**config.mk**
```make
export PLATFORM = sky130hd
export DESIGN_NAME = siso_ring_sequencer
export DESIGN_NICKNAME = d
export VERILOG_FILES = /design/src/rtl/siso_ring_pkg.sv /design/src/rtl/ring_shift_core.sv /design/src/rtl/siso_ring_sequencer.sv
export SDC_FILE = /design/constraint.sdc
export NUM_CORES = 1
export LEC_CHECK = 0
export CAP_MARGIN = 20
export CORE_MARGIN = 8
export CORE_UTILIZATION = 45
export CTS_BUF_LIST = sky130_fd_sc_hd__clkbuf_8
export DETAILED_ROUTE_END_ITERATION = 6
export GPL_TIMING_DRIVEN = 0
export PLACE_DENSITY = 0.72
export RECOVER_POWER = 25
export SLEW_MARGIN = 20
export SYNTH_ARGS = -nofsm -noshare
export SYNTH_HDL_FRONTEND = slang
export SYNTH_HIERARCHICAL = 1
export SYNTH_SLANG_ARGS = --single-unit
```
**constraint.sdc**
```tcl
create_clock -name clk -period 4.28 [get_ports clk]
set_clock_uncertainty 0.05 [all_clocks]
set_input_delay 1.284 -clock clk [delete_from_list [all_inputs] [get_ports clk]]
set_output_delay 1.284 -clock clk [all_outputs]
set_load 0.005 [all_outputs]
```
**src/rtl/siso_ring_pkg.sv**
```systemverilog
// Shared constants for the ring sequencer: opcodes, FSM states, rotate direction.
package siso_ring_pkg;

    typedef enum logic [1:0] {
        OP_LOAD      = 2'b00,
        OP_ROT_LEFT  = 2'b01,
        OP_ROT_RIGHT = 2'b10,
        OP_CLEAR     = 2'b11
    } op_e;

    typedef enum logic [1:0] {
        ST_IDLE  = 2'b00,
        ST_SHIFT = 2'b01,
        ST_DONE  = 2'b10
    } state_e;

    // Rotate direction as seen by the ring core
    localparam logic DIR_LEFT  = 1'b0;
    localparam logic DIR_RIGHT = 1'b1;

endpackage

```
**src/rtl/ring_shift_core.sv**
```systemverilog
// Ring register: clear, parallel load, or one-position rotate per enabled edge.
// Priority is clr > ld > en. WIDTH must be at least 2.
module ring_shift_core
    import siso_ring_pkg::*;
#(
    parameter int WIDTH = 4
) (
    input  logic             clk,
    input  logic             rst,
    input  logic             ld,
    input  logic             clr,
    input  logic             en,
    input  logic             dir,
    input  logic [WIDTH-1:0] d,
    output logic [WIDTH-1:0] q
);

    logic [WIDTH-1:0] q_reg;
    logic [WIDTH-1:0] rot_left;
    logic [WIDTH-1:0] rot_right;

    // Per-bit wiring of the two rotated images of the register
    genvar gi;
    generate
        for (gi = 0; gi < WIDTH; gi++) begin : g_rot
            assign rot_left[gi]  = q_reg[(gi + WIDTH - 1) % WIDTH];
            assign rot_right[gi] = q_reg[(gi + 1) % WIDTH];
        end
    endgenerate

    // Register update: clear wins over load, load wins over a rotate step
    always_ff @(posedge clk or posedge rst) begin
        if (rst) begin
            q_reg <= '0;
        end else if (clr) begin
            q_reg <= '0;
        end else if (ld) begin
            q_reg <= d;
        end else if (en) begin
            q_reg <= (dir == DIR_RIGHT) ? rot_right : rot_left;
        end
    end

    assign q = q_reg;

endmodule

```
**src/rtl/siso_ring_sequencer.sv**
```systemverilog
// Command sequencer around a ring register: accepts LOAD / ROT_LEFT / ROT_RIGHT /
// CLEAR, runs multi-step rotates one step per cycle (pausable with hold) and
// pulses done for one cycle when each command completes.
module siso_ring_sequencer
    import siso_ring_pkg::*;
#(
    parameter int WIDTH = 4,
    parameter int CNT_W = 4
) (
    input  logic             clk,
    input  logic             rst,
    input  logic             cmd_valid,
    output logic             cmd_ready,
    input  logic [1:0]       cmd_op,
    input  logic [WIDTH-1:0] cmd_pat,
    input  logic [CNT_W-1:0] cmd_cnt,
    input  logic             hold,
    output logic [WIDTH-1:0] q,
    output logic             busy,
    output logic             done
);

    state_e           state_reg, state_next;
    logic [CNT_W-1:0] cnt_reg, cnt_next;
    logic             dir_reg, dir_next;
    logic             core_ld, core_clr, core_en;
    op_e              op;

    assign op = op_e'(cmd_op);

    // State, remaining step count and latched direction
    always_ff @(posedge clk or posedge rst) begin
        if (rst) begin
            state_reg <= ST_IDLE;
            cnt_reg   <= '0;
            dir_reg   <= DIR_LEFT;
        end else begin
            state_reg <= state_next;
            cnt_reg   <= cnt_next;
            dir_reg   <= dir_next;
        end
    end

    // Next-state, counter and ring-core control decode
    always_comb begin
        state_next = state_reg;
        cnt_next   = cnt_reg;
        dir_next   = dir_reg;
        core_ld    = 1'b0;
        core_clr   = 1'b0;
        core_en    = 1'b0;
        case (state_reg)
            ST_IDLE: begin
                if (cmd_valid) begin
                    case (op)
                        OP_LOAD: begin
                            core_ld    = 1'b1;
                            state_next = ST_DONE;
                        end
                        OP_CLEAR: begin
                            core_clr   = 1'b1;
                            state_next = ST_DONE;
                        end
                        OP_ROT_LEFT, OP_ROT_RIGHT: begin
                            if (cmd_cnt == '0) begin
                                state_next = ST_DONE;
                            end else begin
                                dir_next   = (op == OP_ROT_RIGHT) ? DIR_RIGHT : DIR_LEFT;
                                cnt_next   = cmd_cnt;
                                state_next = ST_SHIFT;
                            end
                        end
                        default: state_next = ST_IDLE;
                    endcase
                end
            end
            ST_SHIFT: begin
                // Count is always >= 1 here; leaving at 1 means it never wraps below 0
                if (!hold) begin
                    core_en  = 1'b1;
                    cnt_next = cnt_reg - CNT_W'(1);
                    if (cnt_reg <= CNT_W'(1)) begin
                        state_next = ST_DONE;
                    end
                end
            end
            ST_DONE: begin
                state_next = ST_IDLE;
            end
            default: begin
                state_next = ST_IDLE;
            end
        endcase
    end

    assign cmd_ready = (state_reg == ST_IDLE);
    assign busy      = (state_reg != ST_IDLE);
    assign done      = (state_reg == ST_DONE);

    ring_shift_core #(
        .WIDTH(WIDTH)
    ) u_core (
        .clk (clk),
        .rst (rst),
        .ld  (core_ld),
        .clr (core_clr),
        .en  (core_en),
        .dir (dir_reg),
        .d   (cmd_pat),
        .q   (q)
    );

endmodule

```
==> flow_summary.toml, run 1 <==
[outcome]
status = "finished clean"

[sta]
timing.hold.ws_ns = 0.546
tightest_slew_ns = 0.498
slew_headroom = 0.667
fmax_ghz = 0.349
rsz0062_at_grt = "no"
final_hold_viol_count = 0
slew_violations = 0
finalCritPeriodShare = 0.670
fin_tns_setup_ns = 0
finalCriticalPeriod_ns = 2.87
finalSetupViolations = 0
worst_slack_ns = 1.41

[logic_synthesis]
synth_flop_cell = "dfrtp_1"
synth_nets = 101
synth_edf_count = 0
ys_ff_latch = 11
synth_top_area_cell = "dfrtp_1"
synth_top_area_frac = 0.330
yosysSeqAreaShare = 0.330
yosysWarnings = 6
synth_area_um2 = 835
yosysUniqueCellTypes = 35
synth_cells = 82
yosys-top-cells-area = "dfrtp_1 33%, ha_1 7.5%, nor4b_1 5.2%"
syn_avg_cell_area_um2 = 10.2
ys_async_sr_fraction = 1.00

[power]
power_mw = 0.618
peakVddDrop_mv = 0.276
leakage_nw = 0.479
swShare = 0.377
intPower_mw = 0.385
power.net_switching_mw = 0.233
power_frac_seq = 0.328
power_frac_clock = 0.168
combPwrFrac = 0.504
p_per_area_nw_per_um2 = 556

[placed_design]
portBuffers = 20
hpwl_um = 1590
globalplace.congestion = 0.832
placed_area_um2 = 1070
dpl_worst_slack_ns = 1.14
place_inst = 127

[setup_path]
cp_max_fo = 5
worstRegToRegCells = 4
timing.rr.end = "u_core/q[2]$_DFFE_PP0P_"
arrival_ns = 2.94
cp_cell_sequence = "clkdlybuf4s50_1 -> inv_1 -> ha_1 -> o41a_1 -> nand3_1 -> mux2_1"
critPathMaxStageDelay_ns = 0.51
critPathLaunchType = "input pin"
slowest_stage = "clkdlybuf4s50_1"
r2r-start = "state_reg[1]$_DFFE_PP0P_"
cp-end-kind = "register"
worstPathRequired_ns = 4.35
rrSetupSlack_ns = 2.48
path_class = "in -> reg"

[layout]
stdcell_area_um2 = 1110
n_fill_cell = 158
diodes = 0
syn_to_final_growth_pct = 33.1
final_nets = 126
final_cells = 131
post-route-util = 0.637
layout-drive-gt1-share = 0.123

[worst_hold_path]
hold_depth = 2
hold_start = "cnt_reg[1]$_DFFE_PP0P_"
min_delay_worst_endpoint = "cnt_reg[1]$_DFFE_PP0P_"
hold_path_class = "reg -> reg"

[clocking]
cts_sinks = 11
h-tree-depth = 1
cts-root-buf = "clkbuf_8"
hold_buffers = 0
cts_tree = "built"
clk_path_buf_depth = 2
clock_latency_ns = 0.24
cts_inserted_buffers = 3
post_cts_buffers = 0
clkTransAtPathRegs_ns = 0.05
cts_resized = 0

[detailed_routing]
drt_iter0_drc = 9
drtAntennaViolNets = 0
drc = 0
wl_per_cell_um = 15.5
viasPerCell = 5.62
dr.pass1.iters = 4
drt_wl_total_um = 2030
vias = 736

[die]
start_util = 0.478
num_io_pins = 21
core_area_um2 = 1750
die-area_um2 = 3490
fp.dieH_um = 59.1
fp.dieW_um = 59.1
core.rowCount = 15

[global_route]
grt_pass1_vias = 704
overflow = 0
grt_max_degree = 11
track_usage = 0.123
grt_pass1_wl_um = 3350
antenna_found_initial = 0

[flow_run]
drv_cap = 0
-- logic make-up after synthesis --
family | count (synthesis) | synth area share
AND/OR/NAND/NOR | 32 | 0.267
AO/OA/AOI/OAI | 18 | 0.189
flip-flops | 11 | 0.330
buffers and inverters | 9 | 0.0435
multiplexers | 7 | 0.0959
adder cells (fa/ha/maj) | 5 | 0.0750
-- Yosys cell counts (3+ instances only) --
library cell and instances:
nand3b_1 3, ha_1 5, nand2_1 3, a221o_1 4
dfrtp_1 11, inv_1 7, nor3_1 4, mux2_2 3
nor2b_1 6, nor4b_1 5
-- worst max-delay path: cells and delay by family --
family          cells  cell delay, ns
compound gates      1            0.29
buf+inv             2            0.56
simple gates        1            0.15
mux                 1            0.33
fa+ha+maj           1            0.32
-- final cells by class --
class	instances	area [um^2]	area share
clock buffer	3	41.3	0.0372
timing repair buffer	20	200	0.180
sequential	11	275	0.248
multi-input combinational	62	523	0.471
buffer	2	10.0	0.00901
inverter	7	26.3	0.0236
tap	25	31.3	0.0282
clock inverter	1	3.75	0.00338
-- power by group through the flow --
| stage | logic [mW] | registers, mW | clock network [mW] |
|---|---|---|---|
| detailed placement | 0.313 | 0.202 | 0 |
| CTS | 0.315 | 0.202 | 0.104 |
| global placement | 0.307 | 0.199 | 0 |
| floorplan | 0.210 | 0.187 | 0 |
| finish | 0.312 | 0.203 | 0.104 |
| global route | 0.346 | 0.209 | 0.110 |
-- cells in the final DEF (no fill, tap or decap), types with 2 or more instances in the layout --
master           instances
clkdlybuf4s50_1         19
dfrtp_1                 11
inv_1                    8
nor2b_1                  6
nor4b_1                  5
ha_1                     5
nor3_1                   4
a221o_1                  4
nand2_1                  3
nand3b_1                 3
clkbuf_8                 3
mux2_2                   3
buf_2                    2
nor2_1                   2
a21oi_1                  2
o21ai_0                  2
mux2i_1                  2
and3_1                   2
-- how the worst max path moves through the flow --
stage          slack (ns)  startpoint             endpoint  cells past startpoint
6_report             1.41   cmd_op[1]  dir_reg$_DFFE_PP0P_                      6
3_5_place_dp         1.14   cmd_op[1]  dir_reg$_DFFE_PP0P_                      6
4_1_cts              1.40   cmd_op[1]  dir_reg$_DFFE_PP0P_                      6
2_1_floorplan        1.82   cmd_op[0]  dir_reg$_DFFE_PP0P_                      5
3_3_place_gp         1.18   cmd_op[1]  dir_reg$_DFFE_PP0P_                      6
5_1_grt              1.28   cmd_op[1]  dir_reg$_DFFE_PP0P_                      6
-- routing by layer --
layer,GRT usage,wire [um],vias to the layer above
li1,-,-,368
met1,0.160,1010,348
met2,0.190,912,18
met3,0.0260,83,2
met4,0.0512,27,0
met5,0,0,-
(Power assumes the default switching activity.)
==> run 2, diff against run 1 <==
==> constraint.sdc (replaced) <==
create_clock -name clk -period 2.8 [get_ports clk]
set_clock_uncertainty 0.05 [all_clocks]
set_input_delay 0.84 -clock clk [delete_from_list [all_inputs] [get_ports clk]]
set_output_delay 0.84 -clock clk [all_outputs]
set_load 0.005 [all_outputs]
==> results of run 2 <==
The final DEF is identical to that of run 1. Status: finished clean.
Main changes from that run: setup slack after placement 1.14 ns -> 0.105 ns; setup slack after layout 1.41 ns -> 0.377 ns; register-to-register setup slack 2.48 ns -> 1.00 ns; total power 0.618 mW -> 0.945 mW; worst IR drop on VDD 0.276 mV -> 0.422 mV
==> run 3, diff against run 2 <==
--- a/config.mk
+++ b/config.mk
@@ -7,11 +7,11 @@
 export LEC_CHECK = 0
 export CAP_MARGIN = 20
 export CORE_MARGIN = 8
-export CORE_UTILIZATION = 45
+export CORE_UTILIZATION = 50
 export CTS_BUF_LIST = sky130_fd_sc_hd__clkbuf_8
 export DETAILED_ROUTE_END_ITERATION = 6
 export GPL_TIMING_DRIVEN = 0
-export PLACE_DENSITY = 0.72
+export PLACE_DENSITY = 0.79
 export RECOVER_POWER = 25
 export SLEW_MARGIN = 20
 export SYNTH_ARGS = -nofsm -noshare
==> flow_summary.toml, run 3 (synthesized netlist as in run 1, its figures left out) <==
[clocking]
h-tree-depth = 1
post_cts_buffers = 0
clkTransAtPathRegs_ns = 0.05
cts-root-buf = "clkbuf_8"
clock_latency_ns = 0.24
cts_tree = "built"
clk_path_buf_depth = 2
hold_buffers = 0
cts_resized = 0
cts_sinks = 11
cts_inserted_buffers = 3

[sta]
slew_headroom = 0.698
tightest_slew_ns = 0.451
fmax_ghz = 0.408
fin_tns_setup_ns = 0
finalSetupViolations = 0
finalCriticalPeriod_ns = 2.45
slew_violations = 0
final_hold_viol_count = 0
worst_slack_ns = 0.351
finalCritPeriodShare = 0.875
rsz0062_at_grt = "no"

[flow_run]
drv_cap = 0

[placed_design]
hpwl_um = 1660
dpl_worst_slack_ns = 0.126
portBuffers = 20
globalplace.congestion = 0.862

[layout]
final_nets = 126
layout_commonest_cell = "clkdlybuf4s50_1"
diodes = 0
n_fill_cell = 130
syn_to_final_growth_pct = 31.9
mostFrequentLayoutCells = "19 x clkdlybuf4s50_1, 11 x dfrtp_1, 7 x inv_1"
layout-drive-gt1-share = 0.132

[setup_path]
cp-end-kind = "output port"
cp_max_fo = 10
critPathLaunchType = "register"
arrival_ns = 1.56
worstPathRequired_ns = 1.91
path_class = "reg -> out"

[die]
core_area_um2 = 1540
num_io_pins = 21
core.rowCount = 14
fp.dieH_um = 56.9
die-area_um2 = 3230
start_util = 0.541
fp.dieW_um = 56.9

[power]
leakage_nw = 0.477
p_per_area_nw_per_um2 = 869
peakVddDrop_mv = 0.480

[outcome]
status = "finished clean"

[detailed_routing]
drc = 0
viasPerCell = 6.33
wl_per_cell_um = 17.8
drt_iter0_drc = 12
drtAntennaViolNets = 0
drt_wl_total_um = 2170
dr.pass1.iters = 4
vias = 772

[global_route]
track_usage = 0.140
overflow = 0
antenna_found_initial = 0
grt_max_degree = 11
grt_pass1_vias = 777
grt_pass1_wl_um = 3640

[worst_hold_path]
hold_path_class = "reg -> reg"
==> run 3: cell count changes in the layout (fill, tap and decap cells not counted) <==
cell | before | now
inv_1 | 8 | 7
clkinv_2 | 0 | 1
==> run 3: path summary, 6_finish.rpt <==
kind                                     startpoint                       end  slack (ns)  depth (start not counted)
min reg2reg                  cnt_reg[1]$_DFFE_PP0P_    cnt_reg[1]$_DFFE_PP0P_        0.53                          2
max in group asynchronous                       rst  state_reg[0]$_DFFE_PP0P_        1.53                          2
min in group asynchronous                       rst   u_core/q[3]$_DFFE_PP0P_        0.89                          2
min                          cnt_reg[1]$_DFFE_PP0P_    cnt_reg[1]$_DFFE_PP0P_        0.53                          2
max                        state_reg[1]$_DFFE_PP0P_                 cmd_ready        0.35                          3
max reg2reg                state_reg[1]$_DFFE_PP0P_   u_core/q[2]$_DFFE_PP0P_        0.99                          5
==> run 3: metrics by stage <==
step                utilization  instances  hold WS [ns]  total power, mW  cell area [um^2]
floorplan                     -         82         0.475            0.608               835
global placement          0.684        118         0.523            0.776              1050
detailed placement        0.684        118         0.518            0.792              1050
CTS                       0.714        122         0.530            0.960              1100
global route              0.714        122         0.557             1.03              1100
finish                    0.714        122         0.529            0.957              1100
==> run 3: cell type report <==
class                      count  area (um^2)  share of cell area
clock inverter                 1         5.00             0.00455
multi-input combinational     62          523               0.475
clock buffer                   3         41.3              0.0375
tap                           16         20.0              0.0182
timing repair buffer          20          200               0.182
sequential                    11          275               0.250
inverter                       7         26.3              0.0239
buffer                         2         10.0             0.00909
==> run 3: worst max-delay path: stages (launching register included) <==
cell and delay, ns:
dfrtp_1 0.39, buf_2 0.20, nor2_4 0.19, clkdlybuf4s50_1 0.54
==> run 3: report_power, final <==
group          switching [mW]  internal [mW]  total (mW)  leakage (nW)
sequential             0.0866          0.226       0.312         0.137
combinational           0.217          0.266       0.484         0.315
clock                  0.0634         0.0980       0.161        0.0255
total                   0.367          0.590       0.957         0.477
==> run 3: routing by layer <==
metal  vias up  GRT usage  wire length, um
met1       371      0.184             1010
met5         -          0                0
met2        30      0.199              979
met4         0     0.0973               69
met3         7     0.0247              112
li1        364          -                -
